**src/rtl/gb_timer_pkg.sv**
```systemverilog
// Shared types and helpers for the multi-channel DMG-style timer array.
// Optional cascade feature: GB_TIMER_CASCADE_EN (see gb_timer_array.sv).
package gb_timer_pkg;

  // TAC register contents, bit 4 down to bit 0.
  typedef struct packed {
    logic       casc;
    logic       oneshot;
    logic       en;
    logic [1:0] sel;
  } tac_t;

  // Per-channel state: IDLE/COUNT follow TAC.en, OVF is the cycle TIMA reads 00,
  // RELOAD is the cycle TIMA holds TMA and the IRQ pulse is raised.
  typedef enum logic [1:0] {
    ST_IDLE   = 2'd0,
    ST_COUNT  = 2'd1,
    ST_OVF    = 2'd2,
    ST_RELOAD = 2'd3
  } ch_state_e;

  // Offsets from BASE_ADDR; channel i adds 3*i to the TIMA/TMA/TAC offsets.
  localparam logic [15:0] OFS_DIV  = 16'd0;
  localparam logic [15:0] OFS_TIMA = 16'd1;
  localparam logic [15:0] OFS_TMA  = 16'd2;
  localparam logic [15:0] OFS_TAC  = 16'd3;

  // System-counter bit watched by a channel for a given TAC.sel.
  function automatic logic tap_sel(input logic [1:0] sel, input logic [15:0] sys);
    logic [3:0] idx;
    case (sel)
      2'b00:   idx = 4'd9;
      2'b01:   idx = 4'd3;
      2'b10:   idx = 4'd5;
      default: idx = 4'd7;
    endcase
    return sys[idx];
  endfunction

endpackage

```
**src/rtl/gb_timer_channel.sv**
```systemverilog
// One timer channel: TIMA/TMA/TAC registers, falling-edge tick detector and the
// overflow -> reload sequence. state_o exposes the channel FSM for debug and is
// used by the top to build the IRQ pulse and the cascade tick.
module gb_timer_channel
  import gb_timer_pkg::*;
#(
  parameter bit CASC_OK = 1'b0  // channel may take its tick from the previous channel
) (
  input  logic        clk,
  input  logic        reset_n,
  input  logic [15:0] sys_i,
  input  logic        wr_tima_i,
  input  logic        wr_tma_i,
  input  logic        wr_tac_i,
  input  logic [7:0]  wdata_i,
  input  logic        casc_tick_i,
  output logic [7:0]  tima_o,
  output logic [7:0]  tma_o,
  output logic [4:0]  tac_o,
  output logic [1:0]  state_o
);

  logic [7:0] tima_q, tima_d;
  logic [7:0] tma_q, tma_d;
  tac_t       tac_q, tac_d;
  logic       edge_q;
  ch_state_e  state_q, state_d;
  logic       sig;
  logic       tick;

  // Tick source: the gated tap falls (this also catches the DIV-clear and
  // TAC-change glitches), or in cascade mode the previous channel's reload.
  always_comb begin
    sig  = tac_q.en & tap_sel(tac_q.sel, sys_i);
    tick = edge_q & ~sig;
    if (CASC_OK && tac_q.casc) begin
      tick = tac_q.en & casc_tick_i;
    end
  end

  // Register writes, counting and the OVF/RELOAD sequence.
  always_comb begin
    tma_d   = wr_tma_i ? wdata_i : tma_q;
    tac_d   = tac_q;
    tima_d  = tima_q;
    state_d = state_q;
    if (wr_tac_i) begin
      tac_d = tac_t'(wdata_i[4:0]);
      if (!CASC_OK) begin
        tac_d.casc = 1'b0;
      end
    end
    case (state_q)
      ST_OVF: begin
        if (wr_tima_i) begin
          // CPU write in the overflow cycle cancels reload and IRQ.
          tima_d  = wdata_i;
          state_d = tac_d.en ? ST_COUNT : ST_IDLE;
        end else begin
          // Reload takes TMA including a TMA write in this same cycle.
          tima_d  = tma_d;
          state_d = ST_RELOAD;
          if (tac_d.oneshot) begin
            tac_d.en = 1'b0;
          end
        end
      end
      ST_RELOAD: begin
        // TIMA keeps tracking TMA; a TIMA write here is dropped.
        tima_d  = tma_d;
        state_d = tac_d.en ? ST_COUNT : ST_IDLE;
      end
      default: begin
        state_d = tac_d.en ? ST_COUNT : ST_IDLE;
        if (wr_tima_i) begin
          tima_d = wdata_i;
        end else if (tick) begin
          if (tima_q == 8'hFF) begin
            tima_d  = 8'h00;
            state_d = ST_OVF;
          end else begin
            tima_d = tima_q + 8'd1;
          end
        end
      end
    endcase
  end

  // Channel state register.
  always_ff @(posedge clk or negedge reset_n) begin
    if (!reset_n) begin
      tima_q  <= 8'h00;
      tma_q   <= 8'h00;
      tac_q   <= '0;
      edge_q  <= 1'b0;
      state_q <= ST_IDLE;
    end else begin
      tima_q  <= tima_d;
      tma_q   <= tma_d;
      tac_q   <= tac_d;
      edge_q  <= sig;
      state_q <= state_d;
    end
  end

  assign tima_o  = tima_q;
  assign tma_o   = tma_q;
  assign tac_o   = tac_q;
  assign state_o = state_q;

endmodule

```
**src/rtl/gb_timer_array.sv**
```systemverilog
// Timer array: shared 16-bit system counter (DIV) feeding NUM_CH TIMA/TMA/TAC
// channels on the CPU I/O bus. Channel i registers sit at BASE_ADDR+1+3i..+3+3i.
// Define GB_TIMER_CASCADE_EN to let channel i>=1 count reloads of channel i-1.
module gb_timer_array
  import gb_timer_pkg::*;
#(
  parameter int          NUM_CH    = 2,
  parameter logic [15:0] BASE_ADDR = 16'hFF04
) (
  input  logic              clk,
  input  logic              reset_n,
  input  logic [7:0]        data_i,
  input  logic [15:0]       addr,
  input  logic              wren,
  output logic [7:0]        data_o,
  output logic [NUM_CH-1:0] irq_timer
);

  logic [15:0]       sys_q, sys_d;
  logic [15:0]       ofs;
  logic [7:0]        tima [NUM_CH];
  logic [7:0]        tma  [NUM_CH];
  logic [4:0]        tac  [NUM_CH];
  logic [1:0]        st   [NUM_CH];
  logic [NUM_CH-1:0] reload;

  assign ofs = addr - BASE_ADDR;

  // Free-running system counter; any DIV write restarts it from zero.
  always_comb begin
    sys_d = sys_q + 16'd1;
    if (wren && (ofs == OFS_DIV)) begin
      sys_d = 16'h0000;
    end
  end

  // System counter register.
  always_ff @(posedge clk or negedge reset_n) begin
    if (!reset_n) begin
      sys_q <= 16'h0000;
    end else begin
      sys_q <= sys_d;
    end
  end

  for (genvar i = 0; i < NUM_CH; i++) begin : g_ch
    localparam logic [15:0] CH_OFS = 16'(3 * i);
    logic casc_tick;
`ifdef GB_TIMER_CASCADE_EN
    localparam bit CASC_OK = (i > 0);
    if (i > 0) begin : g_casc
      assign casc_tick = reload[i-1];
    end else begin : g_head
      assign casc_tick = 1'b0;
    end
`else
    localparam bit CASC_OK = 1'b0;
    assign casc_tick = 1'b0;
`endif

    gb_timer_channel #(
      .CASC_OK(CASC_OK)
    ) u_ch (
      .clk        (clk),
      .reset_n    (reset_n),
      .sys_i      (sys_q),
      .wr_tima_i  (wren && (ofs == OFS_TIMA + CH_OFS)),
      .wr_tma_i   (wren && (ofs == OFS_TMA + CH_OFS)),
      .wr_tac_i   (wren && (ofs == OFS_TAC + CH_OFS)),
      .wdata_i    (data_i),
      .casc_tick_i(casc_tick),
      .tima_o     (tima[i]),
      .tma_o      (tma[i]),
      .tac_o      (tac[i]),
      .state_o    (st[i])
    );

    // The reload cycle is the IRQ cycle and the cascade trigger.
    assign reload[i] = (st[i] == ST_RELOAD);
  end

  assign irq_timer = reload;

  // Combinational read mux; anything not decoded reads as FF.
  always_comb begin
    data_o = 8'hFF;
    if (ofs == OFS_DIV) begin
      data_o = sys_q[15:8];
    end
    for (int i = 0; i < NUM_CH; i++) begin
      if (ofs == OFS_TIMA + 16'(3 * i)) data_o = tima[i];
      if (ofs == OFS_TMA + 16'(3 * i))  data_o = tma[i];
      if (ofs == OFS_TAC + 16'(3 * i))  data_o = {3'b111, tac[i]};
    end
  end

endmodule

```
**config.mk**
```make
export PLATFORM = sky130hd
export DESIGN_NAME = gb_timer_array
export DESIGN_NICKNAME = d
export VERILOG_FILES = /design/src/rtl/gb_timer_pkg.sv /design/src/rtl/gb_timer_channel.sv /design/src/rtl/gb_timer_array.sv
export SDC_FILE = /design/constraint.sdc
export NUM_CORES = 1
export LEC_CHECK = 0
export CORE_MARGIN = 5
export CORE_UTILIZATION = 40
export DETAILED_ROUTE_END_ITERATION = 16
export PLACE_DENSITY = 0.62
export SLEW_MARGIN = 20
export SYNTH_ARGS = -nofsm -noshare
export SYNTH_HDL_FRONTEND = slang
export SYNTH_HIERARCHICAL = 1
export SYNTH_SLANG_ARGS = --single-unit
```
**constraint.sdc**
```tcl
create_clock -name clk -period 1.54 [get_ports clk]
set_input_delay 0.231 -clock clk [delete_from_list [all_inputs] [get_ports clk]]
set_output_delay 0.231 -clock clk [all_outputs]
set_load 0.03 [all_outputs]
```
=== After elaboration in Yosys (flattened, before gate mapping) ===
Index checks and enable logic that the tools add are counted.

* Bits in registers: 62
* Input bits: 27
* Output and inout port bits: 10
* Word-level logic and storage cells: 101

* Add/subtract/negate cells: 4
* $lt $le $gt $ge: 2
* Equality and inequality tests: 16
* Muxes and demuxes: 46
* Bitwise gates (word level): 6
* Reduce and logical (&&, ||, !) cells: 12

{| class="wikitable"
|+ Operators by type and width
! cell !! number
|-
| two-way mux 8 bit || 17
|-
| equality test 16 x 3 -> 1 bit, second input constant || 3
|-
| equality test 16 x 2 -> 1 bit, second input constant || 2
|-
| case mux 8 bit (2 select lines) || 2
|-
| case mux 4 bit (3 select lines) || 2
|-
| adder 16 x 1 -> 16 bit, second input constant || 1
|-
| adder 8 x 1 -> 8 bit, second input constant || 2
|-
| equality test 16 x 1 -> 1 bit, second input constant || 1
|-
| equality test 8 bit, second input constant || 2
|-
| zero test 16 bit || 1
|-
| two-way mux 16 bit || 1
|-
| two-way mux 2 bit || 8
|-
| subtractor 16 bit, second input constant || 1
|-
| equality test 2 bit, second input constant || 6
|-
| < comparator 4 x 5 -> 1 bit, second input constant || 2
|-
| two-way mux 1 bit || 10
|-
| binary-select mux 1 bit (select 4 bit) || 2
|-
| two-way mux 4 bit || 2
|-
| case mux 2 bit (2 select lines) || 2
|-
| nonzero test 4 bit || 2
|-
| logical AND 1 bit || 7
|-
| bitwise AND 1 bit || 4
|-
| equality test 2 x 1 -> 1 bit, second input constant || 2
|-
| zero test 2 bit || 2
|-
| inverter 1 bit || 2
|}

=== Depth between registers and ports, before layout ===
* Depth in word-level cells: 10
* Depth in mapped cells: 11
* Gate-level depth less buffers: 8

=== Cells and area by module ===
The synthesis kept the hierarchy.

{| class="wikitable"
|+ Modules (own cells, without submodules)
! module !! times used !! cells an instance !! area an instance (um2) !! seq. area each (um2)
|-
| gb_timer_channel || 2 || 124 || 1305.0 || 575.6
|-
| gb_timer_array || 1 || 176 || 1462.7 || 400.4
|}

=== Worst setup path before layout ===
OpenSTA, ideal clock, no wires.

* Kind: input port to flip-flop
* From: in addr[3]
* To: reg g_ch[1].u_ch.tima_q[2]
* Library setup time: 0.122 ns
* Data arrival time: 2.264 ns
* Data required time: 1.418 ns
* Path slack: -0.845 ns
* Cell stages on the path: 9
* Buffers on the path: 1
* Path through: clkbuf_1 nor3b_2 o2111ai_2 nor3_1 and3_1 mux2_2 a211oi_1 nor2_1 a32o_1

* Cells in the longest elaborated chain, start to end: 6
* Elaborated cells on any way between the ends: 10
* Classes of those cells: 1 x add/sub; 2 x eq/ne; 4 x mux; 3 x reduce/logical

{| class="wikitable"
|+ Ends and longest elaborated chain
! element !! RTL line !! text
|-
| start: declaration || gb_timer_array.sv:13 || <nowiki>input logic [15:0] addr,</nowiki>
|-
| subtractor 16 bit * || gb_timer_array.sv:27 || <nowiki>assign ofs = addr - BASE_ADDR;</nowiki>
|-
| equality test 16 x 3 -> 1 bit * || gb_timer_array.sv:68 || <nowiki>.wr_tma_i (wren && (ofs == OFS_TMA + CH_OFS)),</nowiki>
|-
| logical AND 1 bit * || gb_timer_array.sv:68 ||
|-
| two-way mux 8 bit * || gb_timer_channel.sv:43 || <nowiki>tma_d = wr_tma_i ? wdata_i : tma_q;</nowiki>
|-
| named net g_ch[1].u_ch.tma_d[2] || gb_timer_channel.sv:24 || <nowiki>logic [7:0] tma_q, tma_d;</nowiki>
|-
| two-way mux 8 bit || gb_timer_channel.sv:55 || <nowiki>if (wr_tima_i) begin</nowiki>
|-
| case mux 8 bit (2 select lines) * || gb_timer_channel.sv:53 || <nowiki>case (state_q)</nowiki>
|-
| end signal: assignment || gb_timer_channel.sv:98 || <nowiki>tima_q <= tima_d;</nowiki>
|-
| end: declaration || gb_timer_channel.sv:23 || <nowiki>logic [7:0] tima_q, tima_d;</nowiki>
|}

Mark *: on every way through the listed nets, which the timed path passes. The rest lies on a longest branch.
A chain may end at the register's enable or synchronous reset.

=== Worst setup path in the final report ===
* From: reg g_ch[0].u_ch.tima_q[0]
* To: out data_o[0]

* Cells in the longest elaborated chain, start to end: 6

{| class="wikitable"
|+ Ends and longest elaborated chain
! element !! RTL line !! text
|-
| start: declaration || gb_timer_channel.sv:23 ||
|-
| start signal: assignment || gb_timer_channel.sv:98 ||
|-
| two-way mux 8 bit || gb_timer_array.sv:91 || <nowiki>if (ofs == OFS_TIMA + 16'(3 * i)) data_o = tima[i];</nowiki>
|-
| two-way mux 8 bit || gb_timer_array.sv:92 || <nowiki>if (ofs == OFS_TMA + 16'(3 * i)) data_o = tma[i];</nowiki>
|-
| two-way mux 8 bit || gb_timer_array.sv:93 || <nowiki>if (ofs == OFS_TAC + 16'(3 * i)) data_o = {3'b111, tac[i]};</nowiki>
|-
| two-way mux 8 bit || gb_timer_array.sv:91 ||
|-
| two-way mux 8 bit || gb_timer_array.sv:92 ||
|-
| two-way mux 8 bit || gb_timer_array.sv:93 ||
|-
| end: declaration || gb_timer_array.sv:15 || <nowiki>output logic [7:0] data_o,</nowiki>
|}

No other way between the ends.

==> out/qor.yml <==
violations: "setup timing"
combPwrFrac_pct: 15.4
coreArea_um2: 9860
synthesis.nets: 453
ff2ff_setup_slack_ns: -0.21
yosys_warnings: 6
drc: 0
critical_path.max_stage_delay_ns: 0.43
clock_latency_ns: 0.35
cp_slowest_cell: "dfrtp_1"
route.antenna.remaining_nets: 0
r2r-end: "g_ch[0].u_ch/tima_o[4]"
cp_num_buf_inv: 1
setup_viol: 43
rows: 36
vdd_drop_max_uv: 402
dp_slack_ns: -1.08
crit_family: "compound AO/OA/AOI/OAI gates"
reg2reg_depth: 6
worstSetupStartpointType: "register"
power_density_nw_per_um2: 553
grt_pass1_wl_um: 23100
io_pins: 37
start_util_pct: 41.2
hp-class: "input pin to async pin"
area_growth_pct: 64.8
drive_gt1_share_pct: 56.6
worst_slack_ns: -0.534
final.min_clock_period_ns: 2.07
clock_power_share_pct: 39.0
finalHoldViolations: 0
rsz0062_at_grt: "true"
internal_power_uw: 2720
htree_levels: 3
worst_ep_arrival_time_ns: 1.84
drv_cap: 0
die_y_um: 111
max_clock_freq_mhz: 482
antenna_found_initial: 0
crit_cells: 5
cts_tree: "yes"
finish.utilization_pct: 68.0
grt_pass1_vias: 4445
dp_hpwl_um: 9970
gp_congestion: 0.895
skew_ns: 0.00562
syn_inst: 423
cts_buffers: 9
grt_usage_pct: 23.1
dieArea_um2: 12300
cp.required_ns: 1.31
setup_tns_ns: -10.22
crit_chain: "mux2_4, a221oi_2, a22oi_1, a311o_2, buf_6"
port_buffers: 36
fin_nets: 629
timing.final.crit_share_pct: 135
status: "finished, violations left"
whs_ns: 0.285
cts.sinks: 62
crit_path_end_kind: "output port"
swShare_pct: 26.5
grt_overflow: 0
drt_iter0_markers: 236
path_max_fanout: 2
viasPerCell: 5.76
drt-total-wl_um: 14500
switchingPower_uw: 983
cts_root_buffer: "clkbuf_8"
grt_max_degree: 40
firstDrtPassIters: 4
critical_path_class: "register to output port"
r2r-start: "g_ch[0].u_ch/tac_o[0]"
p_seq_share_pct: 45.6
synth_area_um2: 4070
antenna_cells: 0
cts_buffer_depth: 2
wire_per_inst_um: 19.7
avgSynthCellArea_um2: 9.62
slew_viol_final: 0
power_uw: 3710
path_clk_slew_ns: 0.07
vias: 4239
die_x_um: 111
p_leak_uw: 0.00296
==> layout by cell type (no fill, tap or decap), types with 4 or more instances in the layout <==
master             n
o22ai_1            9
nor3_4             4
and4_4             5
a21oi_2            4
clkdlybuf4s50_1    8
nor2_1            22
a22oi_1            8
dfrtp_1           54
a21oi_1           12
mux2_2             7
inv_1              9
o21ai_0           13
nor2b_4            4
nor3_1             6
a22oi_2            9
or2_4              4
buf_6             46
nand2_1           22
buf_2              9
nand2b_1           4
nand2b_4           4
or3_1              6
nand3_1           11
a21o_1             4
nor2b_1            4
dfrtp_2            8
buf_8              5
mux2i_1            7
nand4_1            6
xnor2_1            5
and2_1             4
mux2_4            19
a211oi_2           6
a221oi_2           4
clkbuf_8          10
buf_4            111
nand2_4            6
o211ai_2           4
or4_4              4
nor2_4             6
==> power by group through the flow <==
stage	registers (uW)	clock network (uW)	logic, uW
after floorplan	1710	0	175
after global placement	1710	0	440
after detailed placement	1710	0	454
after CTS	1690	1480	530
after global routing	1690	1560	605
final	1690	1440	572
==> what timing repair did <==
item                                    CTS  global route
gates cloned                              2             0
buffers inserted                         26            17
endpoints found under the setup margin   68            55
hold buffers                              1             0
pin swaps                                54            31
endpoints found under the hold margin     7             0
gates resized for setup                 198            44
==> final cells by class <==
class | instances | area [um^2]
tap | 133 | 166
fill | 695 | 3160
multi-input combinational | 332 | 3130
timing repair buffer | 185 | 1630
inverter | 9 | 33.8
sequential | 62 | 1560
clock buffer | 11 | 141
clock inverter | 4 | 47.5
==> state kept, by name, summed over array words and instances, names as in the netlist <==
name / flops
g_ch.u_ch/tac_o: 8
g_ch.u_ch/state_o: 4
g_ch.u_ch/tima_o: 16
sys_q: 16
g_ch.u_ch/edge_q: 2
g_ch.u_ch/tma_o: 16
==> stage by stage <==
stage,instance area [um^2],std cells
after floorplan,4380,423
after global placement,5570,683
after detailed placement,5570,683
after CTS,6450,725
after global routing,6710,736
final,6710,736
==> how the worst max path moves through the flow <==
| stage | endpoint | slack [ns] | from |
|---|---|---|---|
| 5_1_grt | data_o[0] | -0.60 | g_ch[0].u_ch/tima_o[0] |
| 4_1_cts | data_o[0] | -0.56 | g_ch[0].u_ch/tima_o[0] |
| 6_report | data_o[0] | -0.53 | g_ch[0].u_ch/tima_o[0] |
| 2_1_floorplan | g_ch[1].u_ch/tima_o[2] | -0.60 | addr[2] |
| 3_5_place_dp | data_o[1] | -1.08 | addr[1] |
| 3_3_place_gp | data_o[0] | -1.07 | addr[1] |
==> layer usage <==
layer	share of wire [%]	vias up	global-route usage, %
li1	-	1980	-
met1	41	2132	27.7
met2	53	103	42.2
met3	3.6	24	3.38
met4	2.0	0	7.64
met5	0	-	0
No activity file was read; power rests on OpenSTA's default activity.
